## src/rtl/mips_mem_pkg.sv

```systemverilog
// Shared definitions for the memory-port arbiter.
//   - arb_state_e : arbiter FSM states (idle, fetch busy, data busy, done)
//   - ADDR_W_DEF / DATA_W_DEF : default bus widths
//   - GNT_I / GNT_D : grant-select encodings for the fetch and data requesters
package mips_mem_pkg;

    localparam int unsigned ADDR_W_DEF = 32;
    localparam int unsigned DATA_W_DEF = 32;
    localparam int unsigned STARVE_W   = 4;

    localparam logic GNT_I = 1'b0;
    localparam logic GNT_D = 1'b1;

    typedef enum logic [1:0] {
        StIdle,
        StBusyI,
        StBusyD,
        StDone
    } arb_state_e;

endpackage

```

## src/rtl/mem_port_arbiter.sv

```systemverilog
// Arbitrates the single external memory port between instruction fetch and the
// MEM-stage load/store path. One transfer per grant over a valid/ready bus; the
// winner gets a one-cycle ready pulse with captured read data.
//
// Ports:
//   clk, rst_n                  : clock, async active-low reset
//   if_req/if_addr              : fetch request (held until if_ready)
//   if_rdata/if_ready           : fetched word and completion pulse
//   d_read/d_write/d_addr/d_wdata : load/store request
//   d_rdata/d_ready             : load data and completion pulse
//   stall                       : pipeline freeze while any request is open
//   m_valid/m_we/m_addr/m_wdata : memory bus request (registered)
//   m_ready/m_rdata             : memory bus completion and read data
module mem_port_arbiter
    import mips_mem_pkg::*;
#(
    parameter int unsigned ADDR_W     = ADDR_W_DEF,
    parameter int unsigned DATA_W     = DATA_W_DEF,
    parameter int unsigned STARVE_MAX = 4
) (
    input  logic              clk,
    input  logic              rst_n,
    input  logic              if_req,
    input  logic [ADDR_W-1:0] if_addr,
    output logic [DATA_W-1:0] if_rdata,
    output logic              if_ready,
    input  logic              d_read,
    input  logic              d_write,
    input  logic [ADDR_W-1:0] d_addr,
    input  logic [DATA_W-1:0] d_wdata,
    output logic [DATA_W-1:0] d_rdata,
    output logic              d_ready,
    output logic              stall,
    output logic              m_valid,
    output logic              m_we,
    output logic [ADDR_W-1:0] m_addr,
    output logic [DATA_W-1:0] m_wdata,
    input  logic              m_ready,
    input  logic [DATA_W-1:0] m_rdata
);

    localparam logic [STARVE_W-1:0] StarveMax = STARVE_W'(STARVE_MAX);

    arb_state_e          state_q, state_d;
    logic [STARVE_W-1:0] starve_cnt_q, starve_cnt_d;
    logic                m_valid_q, m_valid_d;
    logic                m_we_q, m_we_d;
    logic [ADDR_W-1:0]   m_addr_q, m_addr_d;
    logic [DATA_W-1:0]   m_wdata_q, m_wdata_d;
    logic [DATA_W-1:0]   if_rdata_q, if_rdata_d;
    logic                if_ready_q, if_ready_d;
    logic [DATA_W-1:0]   d_rdata_q, d_rdata_d;
    logic                d_ready_q, d_ready_d;

    logic d_req;
    logic starve_ok;
    logic gnt_sel;

    assign d_req = d_read | d_write;
    // Data may win only while fetch has not yet waited STARVE_MAX transfers.
    assign starve_ok = (starve_cnt_q < StarveMax) || !if_req;
    assign gnt_sel = (state_q == StBusyD) ? GNT_D : GNT_I;

    always_comb begin
        state_d      = state_q;
        starve_cnt_d = starve_cnt_q;
        m_valid_d    = m_valid_q;
        m_we_d       = m_we_q;
        m_addr_d     = m_addr_q;
        m_wdata_d    = m_wdata_q;
        if_rdata_d   = if_rdata_q;
        d_rdata_d    = d_rdata_q;
        if_ready_d   = 1'b0;
        d_ready_d    = 1'b0;

        unique case (state_q)
            StIdle: begin
                if (d_req && starve_ok) begin
                    state_d   = StBusyD;
                    m_valid_d = 1'b1;
                    m_we_d    = d_write;  // store wins if both are high
                    m_addr_d  = d_addr;
                    m_wdata_d = d_wdata;
                    if (if_req && (starve_cnt_q != {STARVE_W{1'b1}})) begin
                        starve_cnt_d = starve_cnt_q + 1'b1;
                    end
                end else if (if_req) begin
                    state_d      = StBusyI;
                    m_valid_d    = 1'b1;
                    m_we_d       = 1'b0;
                    m_addr_d     = if_addr;
                    starve_cnt_d = '0;
                end
            end
            StBusyI, StBusyD: begin
                if (m_ready) begin
                    state_d   = StDone;
                    m_valid_d = 1'b0;
                    if (gnt_sel == GNT_D) begin
                        d_ready_d = 1'b1;
                        // A store leaves the load-data register untouched.
                        if (!m_we_q) begin
                            d_rdata_d = m_rdata;
                        end
                    end else begin
                        if_ready_d = 1'b1;
                        if_rdata_d = m_rdata;
                    end
                end
            end
            StDone: begin
                state_d = StIdle;
            end
            default: begin
                state_d = StIdle;
            end
        endcase
    end

    always_ff @(posedge clk or negedge rst_n) begin
        if (!rst_n) begin
            state_q      <= StIdle;
            starve_cnt_q <= '0;
            m_valid_q    <= 1'b0;
            m_we_q       <= 1'b0;
            m_addr_q     <= '0;
            m_wdata_q    <= '0;
            if_rdata_q   <= '0;
            if_ready_q   <= 1'b0;
            d_rdata_q    <= '0;
            d_ready_q    <= 1'b0;
        end else begin
            state_q      <= state_d;
            starve_cnt_q <= starve_cnt_d;
            m_valid_q    <= m_valid_d;
            m_we_q       <= m_we_d;
            m_addr_q     <= m_addr_d;
            m_wdata_q    <= m_wdata_d;
            if_rdata_q   <= if_rdata_d;
            if_ready_q   <= if_ready_d;
            d_rdata_q    <= d_rdata_d;
            d_ready_q    <= d_ready_d;
        end
    end

    assign m_valid  = m_valid_q;
    assign m_we     = m_we_q;
    assign m_addr   = m_addr_q;
    assign m_wdata  = m_wdata_q;
    assign if_rdata = if_rdata_q;
    assign if_ready = if_ready_q;
    assign d_rdata  = d_rdata_q;
    assign d_ready  = d_ready_q;

    assign stall = (if_req & ~if_ready_q) | (d_req & ~d_ready_q);

endmodule

```

## config.mk

```make
export PLATFORM = sky130hd
export DESIGN_NAME = mem_port_arbiter
export DESIGN_NICKNAME = d
export VERILOG_FILES = /design/src/rtl/mips_mem_pkg.sv /design/src/rtl/mem_port_arbiter.sv
export SDC_FILE = /design/constraint.sdc
export NUM_CORES = 1
export LEC_CHECK = 0
export ABC_AREA = 1
export CAP_MARGIN = 20
export CORE_MARGIN = 5
export CORE_UTILIZATION = 38
export CTS_CLUSTER_DIAMETER = 50
export DETAILED_ROUTE_END_ITERATION = 8
export HOLD_SLACK_MARGIN = 0.15
export PLACE_DENSITY_LB_ADDON = 0.12
export SYNTH_ARGS = -nofsm -noshare
export SYNTH_HDL_FRONTEND = slang
export SYNTH_SLANG_ARGS = --single-unit
```

## constraint.sdc

```tcl
create_clock -name clk -period 1.6 [get_ports clk]
set_input_delay 0.32 -clock clk [delete_from_list [all_inputs] [get_ports clk]]
set_output_delay 0.32 -clock clk [all_outputs]
set_load 0.005 [all_outputs]
```

==> impl_results.md, run 1 <==
- Avg WL per Cell: 14.2 um
- Relative slew margins: 71.2%
- Fin cells: between 1000 and 1500
- CTS tree: yes
- H-tree lvl count: 4
- Distinct cell type count after synthesis: 24
- CTS Sinks: about 140
- First-pass GRT wire length: 27500 um
- Die W: 136 um
- Drt total wl: 17300 um
- Number of I/O port buffers: approximately 270
- Largest cells by area after synthesis: dfrtp_1, nand2_1, inv_1
- Final min period: ~1500 ps
- Post-synthesis adder-cell area fraction: ~1.0%
- Synth Cell Area: around 6000 um2
- Int Pwr: 0.0112 W
- Max-cap viol count: 0
- Vias per cell: ~4.4
- Initial antenna violation count: 0
- Rows: 46
- Tcrit/Tclk final: roughly nine tenths
- Tot Pwr: ~0.017 W
- Final core occ: between 60% and 70%
- Total Neg Setup Slack: 0 ps
- Final setup fails: 0
- Seq/Total Area, Yosys: 57.2%
- Status: finished clean
- Final nets: 1129
- Lkg Pwr: between 5 and 6 nW
- R2R Setup Slk: 150 ps
- DR pass1 iterations: 4
- Antenna Cells: 0
- Syn_nets: approximately 850
- Startpoint Class: input port
- Clock power share: roughly 24%
- Combinational Power Share: between 40% and 50%
- Yosys top cell by area: dfrtp_1
- Slew Limit Fails: 0
- Clock Path Buffers: 2
- Synth-to-layout area growth: 59.2%
- Final Skew: 9.16 ps
- Clk pin slew, worst setup/hold paths: about 60 ps
- Hold WC Path Type: in -> async
- Die area: 18500 um2
- Seq cells post-synth: approximately 140
- Critical Path RT: 1280 ps
- Switching share of total power: between 30 and 40%
- TritonCTS buffer count: 17
- Complex-gate fraction of the synthesized area: 8.73%
- I/O pin cnt: approximately 270
- Hold slack: 380 ps
- Power Dens Cells: between 1500 and 2000 nW/um2
- Root Buffer: clkbuf_16
- Switch Pwr: about 0.0056 W
- Cells after Synth: just over 700
- Slew @ Worst Pin: 432 ps
- Largest net degree at the start of global routing: 65
- Yosys Warn Count: 0
- Die Y-Extent: roughly 140 um
- DP HPWL: 12400 um
- Post-synthesis mux area share: 0%
- Avg Cell Area, Syn: 8.48 um2
- Placer congestion estimate: about 0.77
- Number of global-route vias before repair: 5305
- Critical path capture point type: output pin
- Register-to-Register Path Depth: 7
- Synth top area share: 57.2%
- Worst Setup EP: stall
- Final ANT Viol Nets: 0
- Initial Util: a little under 40%
- R2R Path Start: state_q[1]
- Reg power frac: 35.5%
- WS Path Type: in -> out
- Core Area: 15700 um2
- Worst Setup SP: if_req
- Synth Area in Simple Gates: 20.1%
- Crit path max fanout: 2
- Tot GR Track Use: 18.8%
- Arr. time, crit path: between 1000 and 1500 ps
- Remaining DRCs: 0
- Placed Instances: approximately 1200
- Via count: about 5300
- Global route overflow: 0
- Clk_lat worst skew: slightly above 400 ps
- XOR/XNOR Fraction of Synth Area: 0.145%
- Max Clk Rate: between 600 and 700 MHz
- Maximum vdd drop: 847 uV
- DRT iter0 DRCs: slightly below 200
- Main combinational cell family by area after synthesis: simple AND/OR/NAND/NOR gates
- Crit Reg-Reg Endpoint: if_rdata[18]
- Fin. Hold Viols: 0
- Share of layout cells above drive strength 1: 7.09%
## power by group through the flow
stage               Sequential [W]  Combinational [W]  Clock [W]
floorplan                  0.00618            0.00301          0
global placement           0.00603            0.00772          0
detailed placement         0.00606            0.00781          0
CTS                        0.00599            0.00693    0.00415
global route               0.00621            0.00772    0.00430
finish                     0.00597            0.00679    0.00405
## through the flow
step | setup slack [ps] | area [um2]
floorplan | 114 | 6040
global route | -7.97 | 9610
CTS | 0.647 | 9540
detailed placement | -242 | 9050
finish | 140 | 9610
global placement | -254 | 9050
## worst min-delay path by stage
stage          start         end  slack [ps]  depth (start not counted)
6_report       rst_n  m_addr[25]         380                          2
5_1_grt        rst_n  m_addr[25]         400                          2
4_1_cts        rst_n  m_addr[25]         390                          2
3_5_place_dp   rst_n  m_addr[25]         250                          1
3_3_place_gp   rst_n  m_addr[25]         250                          1
2_1_floorplan  rst_n  d_rdata[0]          20                          0
## cell families after synthesis
group	count (synthesis)
fa+ha+maj	5
simple gates	291
buf+inv	175
compound gates	102
flops	138
xor+xnor	1
## layer usage
layer,track usage (%),vias to the layer above,wire length [um]
li1,-,2735,-
met1,23.6,2381,7390
met2,30.0,176,8040
met3,6.99,17,1620
met4,6.38,0,263
met5,0,-,0
## cell usage after synthesis (all sizes together)
cell type  number
o22ai           1
ha              5
dfrtp         138
nand2         213
nor2            6
xor2            1
clkbuf          6
nand3          70
buf            29
a21oi           1
nand4           1
or2             1
o21ai         100
inv           140
## cells in the final DEF (no fill, tap or decap), types with 2 or more instances in the layout
cell	instances
o21ai_1	12
nand2_1	210
dlygate4sd2_1	116
inv_1	135
inv_4	2
nor2_1	4
clkbuf_8	4
buf_4	15
bufinv_16	3
clkbuf_1	4
clkbuf_16	17
clkdlybuf4s50_1	131
nand3_1	69
inv_2	3
buf_12	12
nand2_2	2
dlymetal6s2s_1	17
o21ai_0	87
ha_1	4
dfrtp_1	138
## worst max-delay path, stage by stage
cell and delay, ps:
clkdlybuf4s50_1 500, inv_2 40, o22ai_1 140, clkbuf_2 130
## registers in the layout, indices dropped and copies added, names as in the netlist
name,cells
m_wdata,32
starve_cnt_q,4
m_addr,32
d_ready,1
m_valid,1
state_q,2
if_ready,1
if_rdata,32
m_we,1
d_rdata,32
## what timing repair did
item	4_1_cts	5_1_grt
resized for setup	117	23
hold endpoints to repair	56	0
setup endpoints to repair	117	69
setup buffers	2	3
hold buffers	1	0
## final cells by class
cell class	instances	area [um2]
clock buffer	25	495
clock inverter	6	111
fill	1394	6100
inverter	140	531
multi-input combinational	399	1830
sequential	138	3450
tap	216	270
timing repair buffer	294	2920
(Power assumes the default switching activity.)
==> run 2, diff against run 1 <==
--- a/config.mk
+++ b/config.mk
@@ -13,6 +13,7 @@
 export DETAILED_ROUTE_END_ITERATION = 8
 export HOLD_SLACK_MARGIN = 0.15
 export PLACE_DENSITY_LB_ADDON = 0.12
+export SETUP_SLACK_MARGIN = 0.2
 export SYNTH_ARGS = -nofsm -noshare
 export SYNTH_HDL_FRONTEND = slang
 export SYNTH_SLANG_ARGS = --single-unit
==> impl_results.md, run 2 (same netlist as run 1, synthesis figures left out) <==
- Status: finished clean (unchanged)
- Die W: 136 um (unchanged)
- Critical path capture point type: flop (was output pin)
- TritonCTS buffer count: 17 (unchanged)
- Most frequent cells in the layout: dfrtp_1, nand2_1, inv_1 (was nand2_1, dfrtp_1, inv_1)
- Fin cells: 1288 (was 1218)
- RSZ-0062 raised after global routing: true
- CTS Sinks: 138 (unchanged)
- Placed Instances: 1187 (was 1181)
- Max Clk Rate: 634 MHz (was 685 MHz)
- Slowest cell on the critical path: dfrtp_1 (was clkdlybuf4s50_1)
- R2R Path Start: state_q[0] (was state_q[1])
- Hold WC Path Type: in -> reg (was in -> async)
- Final min period: 1580 ps (was 1460 ps)
- Core Area: 15700 um2 (unchanged)
- Rows: 46 (unchanged)
- Arr. time, crit path: 1920 ps (was 1140 ps)
- Crit path max fanout: 7 (was 2)
- Placer congestion estimate: 0.778 (was 0.770)
- DRT iter0 DRCs: 166 (was 196)
- DP HPWL: 12700 um (was 12400 um)
- Clk_lat worst skew: 420 ps (was 410 ps)
- Max-cap viol count: 0 (unchanged)
- Initial Util: 38.4% (unchanged)
- CP bufs+invs: 4 (was 3)
- Lkg Pwr: 5.74 nW (was 5.36 nW)
- Commonest non-fill, non-tap cell in the layout: dfrtp_1 (was nand2_1)
- CTS tree: yes (unchanged)
- Tcrit/Tclk final: 98.6% (was 91.3%)
- Remaining DRCs: 0 (unchanged)
- Final nets: 1198 (was 1129)
- Final setup fails: 0 (unchanged)
- Cell Chain, Critical Path: inv_2 -> ha_4 -> inv_4 -> nor2_4 -> nand2_8 -> buf_12 -> buf_16 -> o21ai_2 (was clkdlybuf4s50_1 -> inv_2 -> o22ai_1 -> clkbuf_2)
- Slew @ Worst Pin: 449 ps (was 432 ps)
- Largest net degree at the start of global routing: 65 (unchanged)
- Clock Path Buffers: 2 (unchanged)
- Final ANT Viol Nets: 0 (unchanged)
- Global route overflow: 0 (unchanged)
- Startpoint Class: flop (was input port)
- Die area: 18500 um2 (unchanged)
- Via count: 5960 (was 5309)
- Clk pin slew, worst setup/hold paths: 60 ps (about the same)
- DR pass1 iterations: 5 (was 4)
- Number of global-route vias before repair: 5776 (was 5305)
- Fillers: 1153 (was 1394)
- Root Buffer: clkbuf_16 (unchanged)
- Final Skew: 4.80 ps (was 9.16 ps)
- Tot GR Track Use: 21.8% (was 18.8%)
- Synth-to-layout area growth: 90.0% (was 59.2%)
- HP Start: d_write
- Worst Setup SP: state_q[0] (was if_req)
- Antenna Cells: 0 (unchanged)
- Critical path's top delay family: buffers and inverters (unchanged)
- Number of I/O port buffers: 266 (unchanged)
- H-tree lvl count: 4 (unchanged)
- Avg WL per Cell: 17.0 um (was 14.2 um)
- I/O pin cnt: 267 (unchanged)
- Die Y-Extent: 136 um (unchanged)
- Slew Limit Fails: 0 (unchanged)
- Crit path largest cell delay: 370 ps (was 500 ps)
- Total Neg Setup Slack: 0 ps (unchanged)
- Maximum vdd drop: 1070 uV (was 847 uV)
- Critical Path RT: 1940 ps (was 1280 ps)
- Vias per cell: 4.63 (was 4.36)
- Drt total wl: 21900 um (was 17300 um)
- Fin. Hold Viols: 0 (unchanged)
- Relative slew margins: 70.1% (was 71.2%)
- First-pass GRT wire length: 31200 um (was 27500 um)
- Initial antenna violation count: 0 (unchanged)
- Share of layout cells above drive strength 1: 31.3% (was 7.09%)
- WS Path Type: reg -> reg (was in -> out)
- Power Dens Cells: 1880 nW/um2 (was 1750 nW/um2)
-- run 2: cell types whose count changed in the layout (fill, tap and decap cells not counted), sizes merged, moves of 4 or more --
| cell | before | now |
|---|---|---|
| clkdlybuf4s15 | 0 | 112 |
| dlygate4sd2 | 116 | 8 |
| buf | 28 | 91 |
| dlymetal6s2s | 17 | 2 |
| clkbuf | 26 | 36 |
| clkinvlp | 1 | 6 |
| inv | 140 | 144 |
-- run 2: area by class of cell --
type,count,area [um2],area share (%)
tap,216,270,2.36
sequential,138,3450,30.1
inverter,140,552,4.81
multi-input combinational,400,2680,23.4
clock inverter,15,145,1.27
clock buffer,17,425,3.71
timing repair buffer,362,3950,34.4
-- run 2: what timing repair did --
item,4_1_cts,5_1_grt
resized for setup,425,207
hold buffers,1,0
setup endpoints to repair,258,159
cloned,14,9
pin swaps,10,77
endpoints found under the hold margin,34,0
buffers inserted,18,27
-- run 2: power breakdown --
part / internal, W / switching (W) / leakage [nW] / total (W)
Sequential: 0.00518 / 0.00109 / 1.71 / 0.00627
Clock: 0.00216 / 0.00162 / 0.259 / 0.00378
Combinational: 0.00616 / 0.00534 / 3.77 / 0.0115
Total: 0.0135 / 0.00805 / 5.74 / 0.0215
-- run 2: worst paths after layout --
path                               end  slack, ps  depth (start not counted)
max in group asynchronous  if_rdata[0]        690                          3
max reg2reg                if_rdata[6]         20                          8
max                        if_rdata[6]         20                          8
min in group asynchronous   m_addr[20]        400                          2
min                               m_we        390                          3
min reg2reg                 m_addr[18]        470                          2
-- run 2: per-stage QoR --
step           hold WS [ps]  utilization (%)  setup WS, ps  cell area, um2  power [W]
6_report                385             73.0          22.8           11500     0.0215
5_1_grt                 398             73.0         -44.9           11500     0.0229
4_1_cts                 376             67.2          13.1           10600     0.0194
3_5_place_dp            279             58.1          -311            9120     0.0139
3_3_place_gp            286             58.1          -289            9120     0.0138
2_1_floorplan          24.4                -           202            6070    0.00930
-- run 2: worst min-delay path, delay by kind of cell --
family / cells / cell delay [ps]
AOI/OAI and AO/OA: 1 / 60
buffers and inverters: 1 / 290
and+or+nand+nor: 1 / 90
-- run 2: routing by layer --
layer  wire length, um  up-vias  global-route usage, %  part of all wire, %
li1                  -     2886                      -                    -
met1              8680     2828                   26.2                   40
met2             11300      215                   37.5                   51
met3              1640       31                   7.07                  7.5
met4               348        0                   5.88                  1.6
met5                 0        -                      0                    0
==> edit 1: new RTL, settings of run 2 <==
Make the reset (`rst_n`) synchronous in one clocked block. Comments in the files are not updated.
--- a/src/rtl/mem_port_arbiter.sv
+++ b/src/rtl/mem_port_arbiter.sv
@@ -117,7 +117,7 @@
         endcase
     end
 
-    always_ff @(posedge clk or negedge rst_n) begin
+    always_ff @(posedge clk) begin
         if (!rst_n) begin
             state_q      <= StIdle;
             starve_cnt_q <= '0;
Function: differs if rst_n is asserted again (counterexample within 4 cycles, from zero or initial values and one cycle with rst_n low); with rst_n held inactive, the same outputs for 4 cycles.
==> edit 1 against run 2 <==
Design area is 18% lower; area after synthesis is 9.2% lower; sequential cell count stayed put; core utilization shrank 5.8 points; wire length is 14% lower; total power decreased by 25%; worst setup slack better by 180 ps; largest cell class unchanged; highest routed layer unchanged.
==> edit 1: results (changes against run 2) <==
Outcome
  – Outcome: finished clean (unchanged)

Setup path
  – Register-to-Register Path Depth: 9 (was 8)
  – Crit Reg-Reg Startpoint: state_q[0] (unchanged)
  – CP max FO: 8 (was 7)
  – Critical path's slowest cell: dfxtp_2 (was dfrtp_1)
  – Worst Path Arrival: 1700 ps (was 1920 ps)
  – FF-to-FF setup slack: 200 ps (was 20 ps)
  – Worst R2R End: d_rdata[20] (was if_rdata[6])
  – Largest stage delay, worst path: 320 ps (was 370 ps)

Detailed routing
  – DR vias/cell: 4.682 (was 4.627)
  – Routed met2 length: 9395 um (was 11270 um)
  – Avg WL per Cell: 15.19 um (was 17.03 um)
  – First-pass iteration count of the detailed router: 4 (was 5)
  – Wl on met1: 7405 um (was 8679 um)
  – Initial DRC count: 298 (was 166)
  – DR WL met3: 1904 um (was 1644 um)
  – Routed via count: 5824 (was 5960)

Placement
  – Detail Placement HPWL: 12330 um (was 12700 um)
  – Placed cell areas: 8486 um2 (was 9121 um2)
  – Post-Place Cells: 1195 (was 1187)
  – GPL Wtd Cong: 0.8086 (was 0.7780)
  – Dpl ws: -377.6 ps (was -310.7 ps)

Pwr
  – Worst vdd ir: 1028 uV (was 1067 uV)
  – Leak Pwr: 4.707 nW (was 5.743 nW)
  – Seq power: 5.13 mW (was 6.27 mW)
  – Cell-internal power: 10.50 mW (was 13.50 mW)
  – Power in combinational cells: 7.52 mW (was 11.5 mW)
  – Pwr dens: 1726 nW/um2 (was 1878 nW/um2)

Synthesis
  – Top cells by area, synth: dfxtp_1, nor2_1, o21ai_0 (was dfrtp_1, nand2_1, inv_1)
  – Synth Area per Inst: 7.106 um2 (was 8.479 um2)
  – Top-area cell type share of the netlist area: 0.5042 (was 0.5720)
  – Post-Syn Nets: 910 (was 851)
  – FFs w/ async S/R, synth: 0 (was 1.000)
  – Post-synthesis compound-gate area fraction: 0.1012 (was 0.08725)
  – Seq/Total Area, Yosys: 0.5042 (was 0.5720)
  – Ys flop type: dfxtp_1 (was dfrtp_1)
  – Post-synthesis mux area share: 0 (unchanged)
  – Post-synth top cells: nor2_1, dfxtp_1, o21ai_0 (was nand2_1, dfrtp_1, inv_1)
  – Post-synthesis adder-cell area fraction: 0.01142 (was 0.01036)

Layout
  – Share of layout cells above drive strength 1: 0.1269 (was 0.3134)
  – Layout fillers: 1265 (was 1153)

GRT
  – Largest net degree at the start of global routing: 76 (was 65)
  – All-Layer GR Usage: 0.2064 (was 0.2175)
  – Global-route wire length before repair: 27640 um (was 31160 um)
  – Vias in the first global route: 5468 (was 5776)

CTS
  – CTS resizes: 150 (was 425)
  – # Post-CTS Setup Buffers: 1 (was 18)

Hold path
  – Hold_sp: rst_n (was d_write)
  – Hold endpoint: state_q[1] (was m_we)

Timing
  – Worst Clk Skew: 10.41 ps (was 4.795 ps)
  – Period utilization: 0.8732 (was 0.9858)
  – Worst Tran Pin Value: 338.3 ps (was 448.5 ps)
  – Hold Worst Slack: 293.4 ps (was 385.1 ps)
[edit 1: routing by layer]
| layer | global-route usage | vias up |
|---|---|---|
| met3 | 0.08719 | 16 |
| met2 | 0.3564 | 187 |
| met5 | 0 | - |
| met4 | 0.05196 | 0 |
| met1 | 0.2362 | 2633 |
| li1 | - | 2988 |
[edit 1: area by class of cell]
cell class | instances | area [um2] | area share
Inverter | 48 | 190.2 | 0.02023
Sequential cell | 138 | 2765 | 0.2941
Clock inverter | 10 | 68.82 | 0.007320
Tap cell | 180 | 225.2 | 0.02396
Timing Repair Buffer | 308 | 3107 | 0.3304
Clock buffer | 22 | 474.2 | 0.05044
Multi-Input combinational cell | 538 | 2571 | 0.2735
[edit 1: worst reg2reg max path, stage by stage, from the launching register on]
cell and delay [ps]:
dfxtp_2 320, inv_4 70, buf_6 110, ha_4 120, nand2_2 60, nor2_4 190, inv_4 90, clkbuf_16 190
nor2_2 90, nor2_1 50
==> edit 2: new RTL, config.mk and constraints of run 2 <==
Made on the original files. Change the package constant `STARVE_W` from 4 to 3.
--- a/src/rtl/mips_mem_pkg.sv
+++ b/src/rtl/mips_mem_pkg.sv
@@ -6,7 +6,7 @@
 
     localparam int unsigned ADDR_W_DEF = 32;
     localparam int unsigned DATA_W_DEF = 32;
-    localparam int unsigned STARVE_W   = 4;
+    localparam int unsigned STARVE_W   = 3;
 
     localparam logic GNT_I = 1'b0;
     localparam logic GNT_D = 1'b1;
Check against the original RTL: same outputs for any inputs over 4 cycles, from zero or initial values and one cycle with rst_n low; that may be too few to reach the edited logic, so the function may still have changed.
==> edit 2 against run 2 <==
The run now ends with setup timing left; critical endpoint is now m_wdata[24]; sequential power is 0.6% higher; cell count hardly changed; total power is 8.5% higher; largest power group unchanged; worst setup slack worse by 59 ps; sequential cell count is 1 lower; area after synthesis is 1.6% lower; maximum frequency is 3.6% lower; wire length is 0.74% lower; first-iteration DRC count is 89% higher; clock skew is 4.8 ps higher; design area is 0.94% higher.
==> edit 2: results (changes against run 2) <==
Detailed routing
  – DR vias/cell: 4.637 (was 4.627)
  – Avg WL per Cell: 16.89 um (was 17.03 um)
  – Routed met2 length: 11120 um (was 11270 um)
  – Routed via count: 5977 (was 5960)
  – DR WL met3: 1684 um (was 1644 um)
  – Top sig layer: met5 (was met4)

Synthesis
  – Post-synthesis adder-cell area fraction: 0.01264 (was 0.01036)
  – Top cells by area, synth: dfrtp_1, nand2_1, inv_1 (unchanged)
  – Post-synth top cells: nand2_1, dfrtp_1, inv_1 (unchanged)
  – Post-synthesis compound-gate area fraction: 0.1056 (was 0.08725)
  – Synth Area per Inst: 8.694 um2 (was 8.479 um2)

Placement
  – Detail Placement HPWL: 11830 um (was 12700 um)
  – Placed cell areas: 8920 um2 (was 9121 um2)
  – Dpl ws: -260.7 ps (was -310.7 ps)

Setup path
  – CP max FO: 6 (was 7)

GRT
  – Largest net degree at the start of global routing: 49 (was 65)
  – Global-route wire length before repair: 29800 um (was 31160 um)
  – Met1 Use GR: 0.2537 (was 0.2625)
  – Met3 usage: 0.06036 (was 0.07069)
  – Met2 usage: 0.3591 (was 0.3745)

Outcome
  – Failing checks: setup timing
  – Outcome: finished with violations (was finished clean)

Pwr
  – Sequential power share: 0.270 (was 0.291)
  – Worst vdd ir: 966.4 uV (was 1067 uV)
  – Power in combinational cells: 13.1 mW (was 11.5 mW)

Timing
  – # setup viols final: 44 (was 0)
  – Max-slew headroom: 0.7863 (was 0.7010)
  – Setup ws final: -36.25 ps (was 22.76 ps)

Layout
  – Non-CTS buffers: 393 (was 362)
  – NonClk Buf Share: 0.3558 (was 0.3439)
  – Clk cell area share: 0.05111 (was 0.04973)

CTS
  – CTS resizes: 403 (was 425)
-- edit 2: cell count changes in the layout (fill, tap and decap cells not counted), moves of 27 or more --
cell / change
buf_4: +33
inv_1: -62
nand2_2: +29
nand2_4: +33
nand3_1: -31
nand3_2: -27
nor2_1: +32
-- edit 2: critical path, stage by stage, from the launching register on --
cell and delay, ps:
dfrtp_1 390, inv_2 120, buf_12 110, ha_4 140, inv_4 50, buf_6 110
nor2_4 150, clkinv_4 140, clkbuf_16 200, nand2_2 70, nand2_1 50
-- edit 2: worst min path at each step --
stage                     start           end  slack (ps)  cells after the start
after detailed placement  rst_n  if_rdata[10]         220                      1
after global placement    rst_n  if_rdata[10]         220                      1
final                     rst_n     m_addr[7]         350                      2
after CTS                 rst_n     m_addr[9]         350                      2
after global routing      rst_n     m_addr[7]         360                      2
after floorplan           rst_n    d_rdata[0]          20                      0
